<file path="src/rtl/d_victim_cache_param.sv">
// Fully associative, exclusive victim cache. A dirty victim is written back before it is replaced.
// Optional perf counters are enabled by defining D_VC_PERF_CNT_EN.
//
// state  | meaning
// IDLE   | accept a lookup (has priority) or an eviction offer
// CMP    | compare tags, drive the response, invalidate the entry on a hit
// INSERT | pick a slot; write it now, or stall when the victim is dirty
// WB     | hold the dirty victim on the wb port until accepted, then write
module d_victim_cache_param #(
    parameter int NUM_ENTRIES = 8,
    parameter int ADDR_W      = 32,
    parameter int OFFSET_W    = 4,
    parameter int LINE_W      = 128
) (
    input  logic              clk_i,
    input  logic              rst_i,
    input  logic              lookup_valid_i,
    input  logic [ADDR_W-1:0] lookup_addr_i,
    output logic              lookup_ready_o,
    output logic              resp_valid_o,
    output logic              resp_hit_o,
    output logic              resp_dirty_o,
    output logic [LINE_W-1:0] resp_data_o,
    input  logic              evict_valid_i,
    input  logic [ADDR_W-1:0] evict_addr_i,
    input  logic              evict_dirty_i,
    input  logic [LINE_W-1:0] evict_data_i,
    output logic              evict_ready_o,
    output logic              wb_valid_o,
    output logic [ADDR_W-1:0] wb_addr_o,
    output logic [LINE_W-1:0] wb_data_o,
    input  logic              wb_ready_i,
    output logic [31:0]       no_acc_o,
    output logic [31:0]       no_hit_o,
    output logic [31:0]       no_miss_o
);
    localparam int TAG_W = ADDR_W - OFFSET_W;
    localparam int IDX_W = $clog2(NUM_ENTRIES);
    localparam logic [IDX_W-1:0] AGE_MAX = IDX_W'(NUM_ENTRIES - 1);

    typedef enum logic [1:0] {IDLE, CMP, INSERT, WB} state_t;
    state_t state, state_nxt;

    logic [NUM_ENTRIES-1:0] valid, dirty;
    logic [TAG_W-1:0]  tag  [NUM_ENTRIES];
    logic [LINE_W-1:0] data [NUM_ENTRIES];
    logic [IDX_W-1:0]  age  [NUM_ENTRIES];

    logic [TAG_W-1:0]  req_tag, ins_tag, wb_tag;
    logic [LINE_W-1:0] ins_data, wb_data;
    logic              ins_dirty;
    logic [IDX_W-1:0]  wb_idx;

    logic              lookup_acc, evict_acc;
    logic              hit, match, has_free, need_wb, wr_en, wr_dirty;
    logic [IDX_W-1:0]  hit_idx, match_idx, free_idx, victim_idx, ins_idx, wr_idx;
    logic [IDX_W-1:0]  victim_age;
    logic              unused_offset_bits;

    // Requests are refused while reset is held so every output reads 0.
    assign lookup_ready_o = (state == IDLE) && !rst_i;
    assign evict_ready_o  = (state == IDLE) && !lookup_valid_i && !rst_i;
    assign lookup_acc     = lookup_valid_i && lookup_ready_o;
    assign evict_acc      = evict_valid_i && evict_ready_o;
    assign unused_offset_bits = ^{lookup_addr_i[OFFSET_W-1:0], evict_addr_i[OFFSET_W-1:0]};

    // Descending scans leave the lowest matching index selected.
    always_comb begin
        hit        = 1'b0;
        hit_idx    = '0;
        match      = 1'b0;
        match_idx  = '0;
        has_free   = 1'b0;
        free_idx   = '0;
        for (int i = NUM_ENTRIES - 1; i >= 0; i--) begin
            if (valid[i] && (tag[i] == req_tag)) begin
                hit     = 1'b1;
                hit_idx = IDX_W'(i);
            end
            if (valid[i] && (tag[i] == ins_tag)) begin
                match     = 1'b1;
                match_idx = IDX_W'(i);
            end
            if (!valid[i]) begin
                has_free = 1'b1;
                free_idx = IDX_W'(i);
            end
        end
        victim_idx = '0;
        victim_age = age[0];
        for (int i = 1; i < NUM_ENTRIES; i++) begin
            if (age[i] > victim_age) begin
                victim_idx = IDX_W'(i);
                victim_age = age[i];
            end
        end
    end

    assign ins_idx  = match ? match_idx : (has_free ? free_idx : victim_idx);
    assign need_wb  = !match && !has_free && dirty[victim_idx];
    assign wr_en    = ((state == INSERT) && !need_wb) || ((state == WB) && wb_ready_i);
    assign wr_idx   = (state == WB) ? wb_idx : ins_idx;
    assign wr_dirty = ins_dirty || ((state == INSERT) && match && dirty[match_idx]);

    always_ff @(posedge clk_i or posedge rst_i) begin
        if (rst_i) state <= IDLE;
        else       state <= state_nxt;
    end

    always_comb begin
        state_nxt = state;
        case (state)
            IDLE: begin
                if (lookup_acc)     state_nxt = CMP;
                else if (evict_acc) state_nxt = INSERT;
            end
            CMP:    state_nxt = IDLE;
            INSERT: state_nxt = need_wb ? WB : IDLE;
            WB:     if (wb_ready_i) state_nxt = IDLE;
            default: state_nxt = IDLE;
        endcase
    end

    always_ff @(posedge clk_i or posedge rst_i) begin
        if (rst_i) begin
            valid     <= '0;
            dirty     <= '0;
            req_tag   <= '0;
            ins_tag   <= '0;
            ins_data  <= '0;
            ins_dirty <= 1'b0;
            wb_idx    <= '0;
            wb_tag    <= '0;
            wb_data   <= '0;
            for (int i = 0; i < NUM_ENTRIES; i++) begin
                tag[i]  <= '0;
                data[i] <= '0;
                age[i]  <= '0;
            end
        end else begin
            if (lookup_acc) req_tag <= lookup_addr_i[ADDR_W-1:OFFSET_W];
            if (evict_acc) begin
                ins_tag   <= evict_addr_i[ADDR_W-1:OFFSET_W];
                ins_data  <= evict_data_i;
                ins_dirty <= evict_dirty_i;
            end
            if ((state == CMP) && hit) begin
                valid[hit_idx] <= 1'b0;
                dirty[hit_idx] <= 1'b0;
            end
            if ((state == INSERT) && need_wb) begin
                wb_idx  <= victim_idx;
                wb_tag  <= tag[victim_idx];
                wb_data <= data[victim_idx];
            end
            if (wr_en) begin
                for (int i = 0; i < NUM_ENTRIES; i++) begin
                    if (IDX_W'(i) == wr_idx) begin
                        valid[i] <= 1'b1;
                        dirty[i] <= wr_dirty;
                        tag[i]   <= ins_tag;
                        data[i]  <= ins_data;
                        age[i]   <= '0;
                    end else if (valid[i] && (age[i] != AGE_MAX)) begin
                        age[i] <= age[i] + 1'b1;
                    end
                end
            end
        end
    end

    assign resp_valid_o = (state == CMP);
    assign resp_hit_o   = (state == CMP) && hit;
    assign resp_dirty_o = (state == CMP) && hit && dirty[hit_idx];
    assign resp_data_o  = ((state == CMP) && hit) ? data[hit_idx] : '0;
    assign wb_valid_o   = (state == WB);
    assign wb_addr_o    = {wb_tag, {OFFSET_W{1'b0}}};
    assign wb_data_o    = wb_data;

`ifdef D_VC_PERF_CNT_EN
    logic [31:0] cnt_acc, cnt_hit, cnt_miss;

    always_ff @(posedge clk_i or posedge rst_i) begin
        if (rst_i) begin
            cnt_acc  <= '0;
            cnt_hit  <= '0;
            cnt_miss <= '0;
        end else if (state == CMP) begin
            cnt_acc <= cnt_acc + 32'd1;
            if (hit) cnt_hit  <= cnt_hit + 32'd1;
            else     cnt_miss <= cnt_miss + 32'd1;
        end
    end

    assign no_acc_o  = cnt_acc;
    assign no_hit_o  = cnt_hit;
    assign no_miss_o = cnt_miss;
`else
    assign no_acc_o  = 32'd0;
    assign no_hit_o  = 32'd0;
    assign no_miss_o = 32'd0;
`endif

endmodule

</file>
<file path="config.mk">
export PLATFORM = sky130hd
export DESIGN_NAME = d_victim_cache_param
export DESIGN_NICKNAME = d
export VERILOG_FILES = /design/src/rtl/d_victim_cache_param.sv
export SDC_FILE = /design/constraint.sdc
export NUM_CORES = 2
export LEC_CHECK = 0
export BUFFER_PORTS_ARGS = -buffer_cell sky130_fd_sc_hd__buf_4
export CORE_MARGIN = 2
export CORE_UTILIZATION = 65
export CTS_CLUSTER_DIAMETER = 200
export DETAILED_ROUTE_END_ITERATION = 10
export PLACE_DENSITY_LB_ADDON = 0.12
export SYNTH_ARGS = -nofsm -noshare
export SYNTH_HDL_FRONTEND = slang
export SYNTH_SLANG_ARGS = --single-unit
</file>
<file path="constraint.sdc">
create_clock -name clk_i -period 136.7 [get_ports clk_i]
set_input_delay 27.34 -clock clk_i [delete_from_list [all_inputs] [get_ports clk_i]]
set_output_delay 27.34 -clock clk_i [all_outputs]
set_load 0.02 [all_outputs]
</file>
Word level (Yosys, flattened, before mapping):

Cells that the tools add are included.

* flip-flop bits (word level): 1634
* latch bits: 0
* memory bits (writable): 0
* ROM bits: 0
* bits of input ports: 198
* output and inout bits: 390
* logic and storage cells: 292
* memories kept: 0

* add/sub/neg operators: 8
* multipliers: 0
* div/mod/pow operators: 0
* $lt $le $gt $ge: 13
* equality and inequality tests: 36
* shifts and indexed selects: 0
* multiplexer cells: 123
* bitwise gates (word level): 5
* reductions and logical operators: 73

Operators by type and width (number)
* $bmux 128 s3: 2
* $mux 128: 5
* $eq 28x28->1: 16
* $mux 3: 55
* $bmux 28 s3: 1
* $mux 28: 2
* $mux 1: 45
* $logic_and 1x1->1: 39
* $reduce_and 2->1: 17
* $mux 8: 4
* $ne 3x3->1 const B: 9
* $add 3x1->3 const B: 8
* $gt 3x3->1: 7
* $and 8x8->8: 2
* $reduce_bool 2->1: 8
* $eq 3x3->1 const A: 4
* $lt 3x4->1 const B: 3
* $bmux 1 s3: 3
* $ge 4x4->1 const B: 2
* $mux 2: 4
* $not 3->4: 2
* $not 8->8: 1
* $pmux 2 s4: 1
* $eq 2x3->1 const A: 2
* 10 further kinds: 16

Longest topological paths before layout:

* word-level depth: 21
* gate-level depth with buffers: 48
* mapped depth without buffers: 43

Least setup slack after synthesis:

OpenSTA, ideal clock, no wires.

* kind: input to output
* from: input port rst_i
* to: output port evict_ready_o
* arrival time: 28.081 ns
* data required time: 109.360 ns
* slack: 81.279 ns
* cell stages on the path: 1
* path buffers: 0
* cell sequence: nor4_1

* cells in the longest elaborated chain, start to end: 2

Ends and longest elaborated chain
* from (decl): RTL line 16 `input logic rst_i,`
* $logic_not 1->1 (no source line)
* $logic_and 1x1->1: RTL line 62 `assign evict_ready_o = (state == IDLE) && !lookup_valid_i && !rst_i;`
* to (decl): RTL line 28 `output logic evict_ready_o,`

No other way between the ends.

Worst setup path after layout:

Same ends and word-level chain as after synthesis.

==> results.cfg <==
[global_routing]
grt_overflow = 0
grt_use_total = 0.402
grt_pass1_vias = 69000
grt_max_degree = 212
grt_pass1_wl_um = 419000
antenna_found_initial = 17

[detailed_routing]
first_pass_iters = 6
drc = 0
via_per_inst = 6.63
wl_per_cell_um = 26.2
vias = 70100
finalWirelength_um = 277000
drtAntennaViolNets = 0
drt_iter0_drc = 7824

[synthesis]
synth_edf_count = 0
async_flop_share = 1.00
yosysTopAreaCellShare = 0.474
ys_ff_latch = 1634
synth.avg_cell_area_um2 = 10.1
ys.flop_type = dfrtp_1
ys.warnings.count = 0
ys_types = 75
yosysTopAreaCell = dfrtp_1
syn_inst = 8573
syn-cell-area_um2 = 86200
ys_seq_area_frac = 0.474
synthTopCellsByArea = dfrtp_1 (47%), mux2_2 (11%), mux2_1 (7.7%)

[timing]
setup_ws_ns = 81.11
min_period_over_period = 0.407
tightest_slew_ns = 1.38
tns_ns = 0
finalMaxSlewViolations = 0
finalClockSkew_ns = 0.0375
final_hold_viol_count = 0
relSlewSlack = 0.0789
fin_crit_ns = 55.59
rsz0062_at_grt = no
setup_viol = 0
max_freq_ghz = 0.0180

[clocking]
cts_hold_buf = 0
cts_sinks = 1634
clockBufferDepth = 3
worstSkewPairLatency_ns = 0.82
clk_pin_slew_ns = 0.06
cts_root_buffer = clkbuf_16
numCtsBuffers = 171
post-cts-setup-buffer-count = 0
tritoncts = built
ctsResizeCount = 0
htreeDepth = 4

[worst_setup_path]
ff2ff_setup_slack_ns = 121.13
critPathCaptureType = output port
criticalPathCategory = input pin to output port
worstPathArrival_ns = 28.25
worstPathMaxFanout = 3
crit_path_start_kind = input pin
cp_data_required_time_ns = 109.36

[final_layout]
fillCellCount = 9585
area_growth_pct = 11.0
regArea_um2 = 40900
multiInputGateArea_um2 = 41700
nets = 8895
drive_gt1_frac = 0.203
stdcell_count = 10600

[worst_hold_path]
hp-class = flop to flop

[outcome]
status = finished, final reports clean

[floorplanning]
core_area_um2 = 132000
ios = 588
rows = 133
die_area_um2 = 136000
die_w_um = 368
start_util = 0.655
dieHeight_um = 368

[flow_run]
drv_cap = 0

[placement]
placedCellCount = 10200
port_buffers = 479
hpwl_um = 160000
gp_congestion = 1.00
dp_slack_ns = 81.09
flip-flops by register name (all words and copies together), names as in the netlist, 24 cells and up:
name       count
ins_tag       28
req_tag       28
wb_tag        28
ins_data     128
age           24
tag          224
wb_data_o    128
data        1024
worst max-delay path, cell delays in order:
cell and delay (ns):
buf_4 0.14, nor4_1 0.52, buf_4 0.25
cells in the mapped netlist, types with 158 or more instances:
cell type,number
dfrtp_1,1634
nand2_1,1489
mux2_2,856
nor2_1,671
mux2_1,589
clkbuf_1,484
nand3_1,335
xnor2_1,310
o22ai_1,259
nor4_1,204
o21ai_0,175
buf_4,173
and3_1,163
a31oi_1,158
through the flow:
step,utilization,instance area (µm²),hold slack (ns)
final,0.727,95700,0.480
after CTS,0.727,95700,0.485
after global placement,0.681,89600,0.464
after floorplan,-,86600,0.451
after detailed placement,0.681,89600,0.472
after global routing,0.727,95700,0.505
per-layer routing:
layer  track usage  vias to the layer above  part of all wire
met1         0.538                    34800              0.39
met3        0.0990                      963              0.11
met4         0.228                       18             0.060
met2         0.602                     4154              0.44
li1              -                    30100                 -
met5             0                        -           0.00043
path summary, 6_finish.rpt:
check                           start       endpoint  cells after the start
setup / recovery                rst_i  evict_ready_o                      3
hold / removal             wb_tag[15]     wb_tag[15]                      2
setup reg to reg              age[18]      data[906]                     43
hold reg to reg            wb_tag[15]     wb_tag[15]                      2
max in group asynchronous       rst_i      data[565]                      6
min in group asynchronous       rst_i     wb_tag[27]                      2
cells by family after synthesis:
logic type | share of synthesized area
flip-flops | 0.474
AND/OR/NAND/NOR | 0.165
other | 0.0000435
multiplexers | 0.190
adder cells (fa/ha/maj) | 0.00537
buffers and inverters | 0.0477
AO/OA/AOI/OAI | 0.0725
XOR/XNOR | 0.0454
layout by cell type, fill, tap and decap left out, types with 157 or more instances in the layout:
| master | Yosys | routed |
|---|---|---|
| o21ai_0 | 175 | 175 |
| nand2_1 | 1489 | 1487 |
| xnor2_1 | 310 | 310 |
| buf_4 | 173 | 583 |
| nand3_1 | 335 | 333 |
| nor2_1 | 671 | 670 |
| mux2_1 | 589 | 589 |
| dfrtp_1 | 1634 | 1634 |
| and3_1 | 163 | 163 |
| a31oi_1 | 158 | 158 |
| mux2_2 | 856 | 856 |
| nor4_1 | 204 | 204 |
| a311oi_1 | 157 | 157 |
| clkbuf_16 | 0 | 175 |
| o22ai_1 | 259 | 259 |
layout make-up:
cell class              instances  share of cell area
flip-flops and latches       1634               0.427
clock buffers                 254              0.0535
well taps                    1755              0.0229
inverters                      31             0.00129
multi-input cells            6222               0.436
diodes                          6            0.000157
repair buffers                600              0.0493
clock inverters                62             0.00965
Power is not shown: default switching activity piles up to over one toggle a cycle in this logic, so the estimate is an artifact.
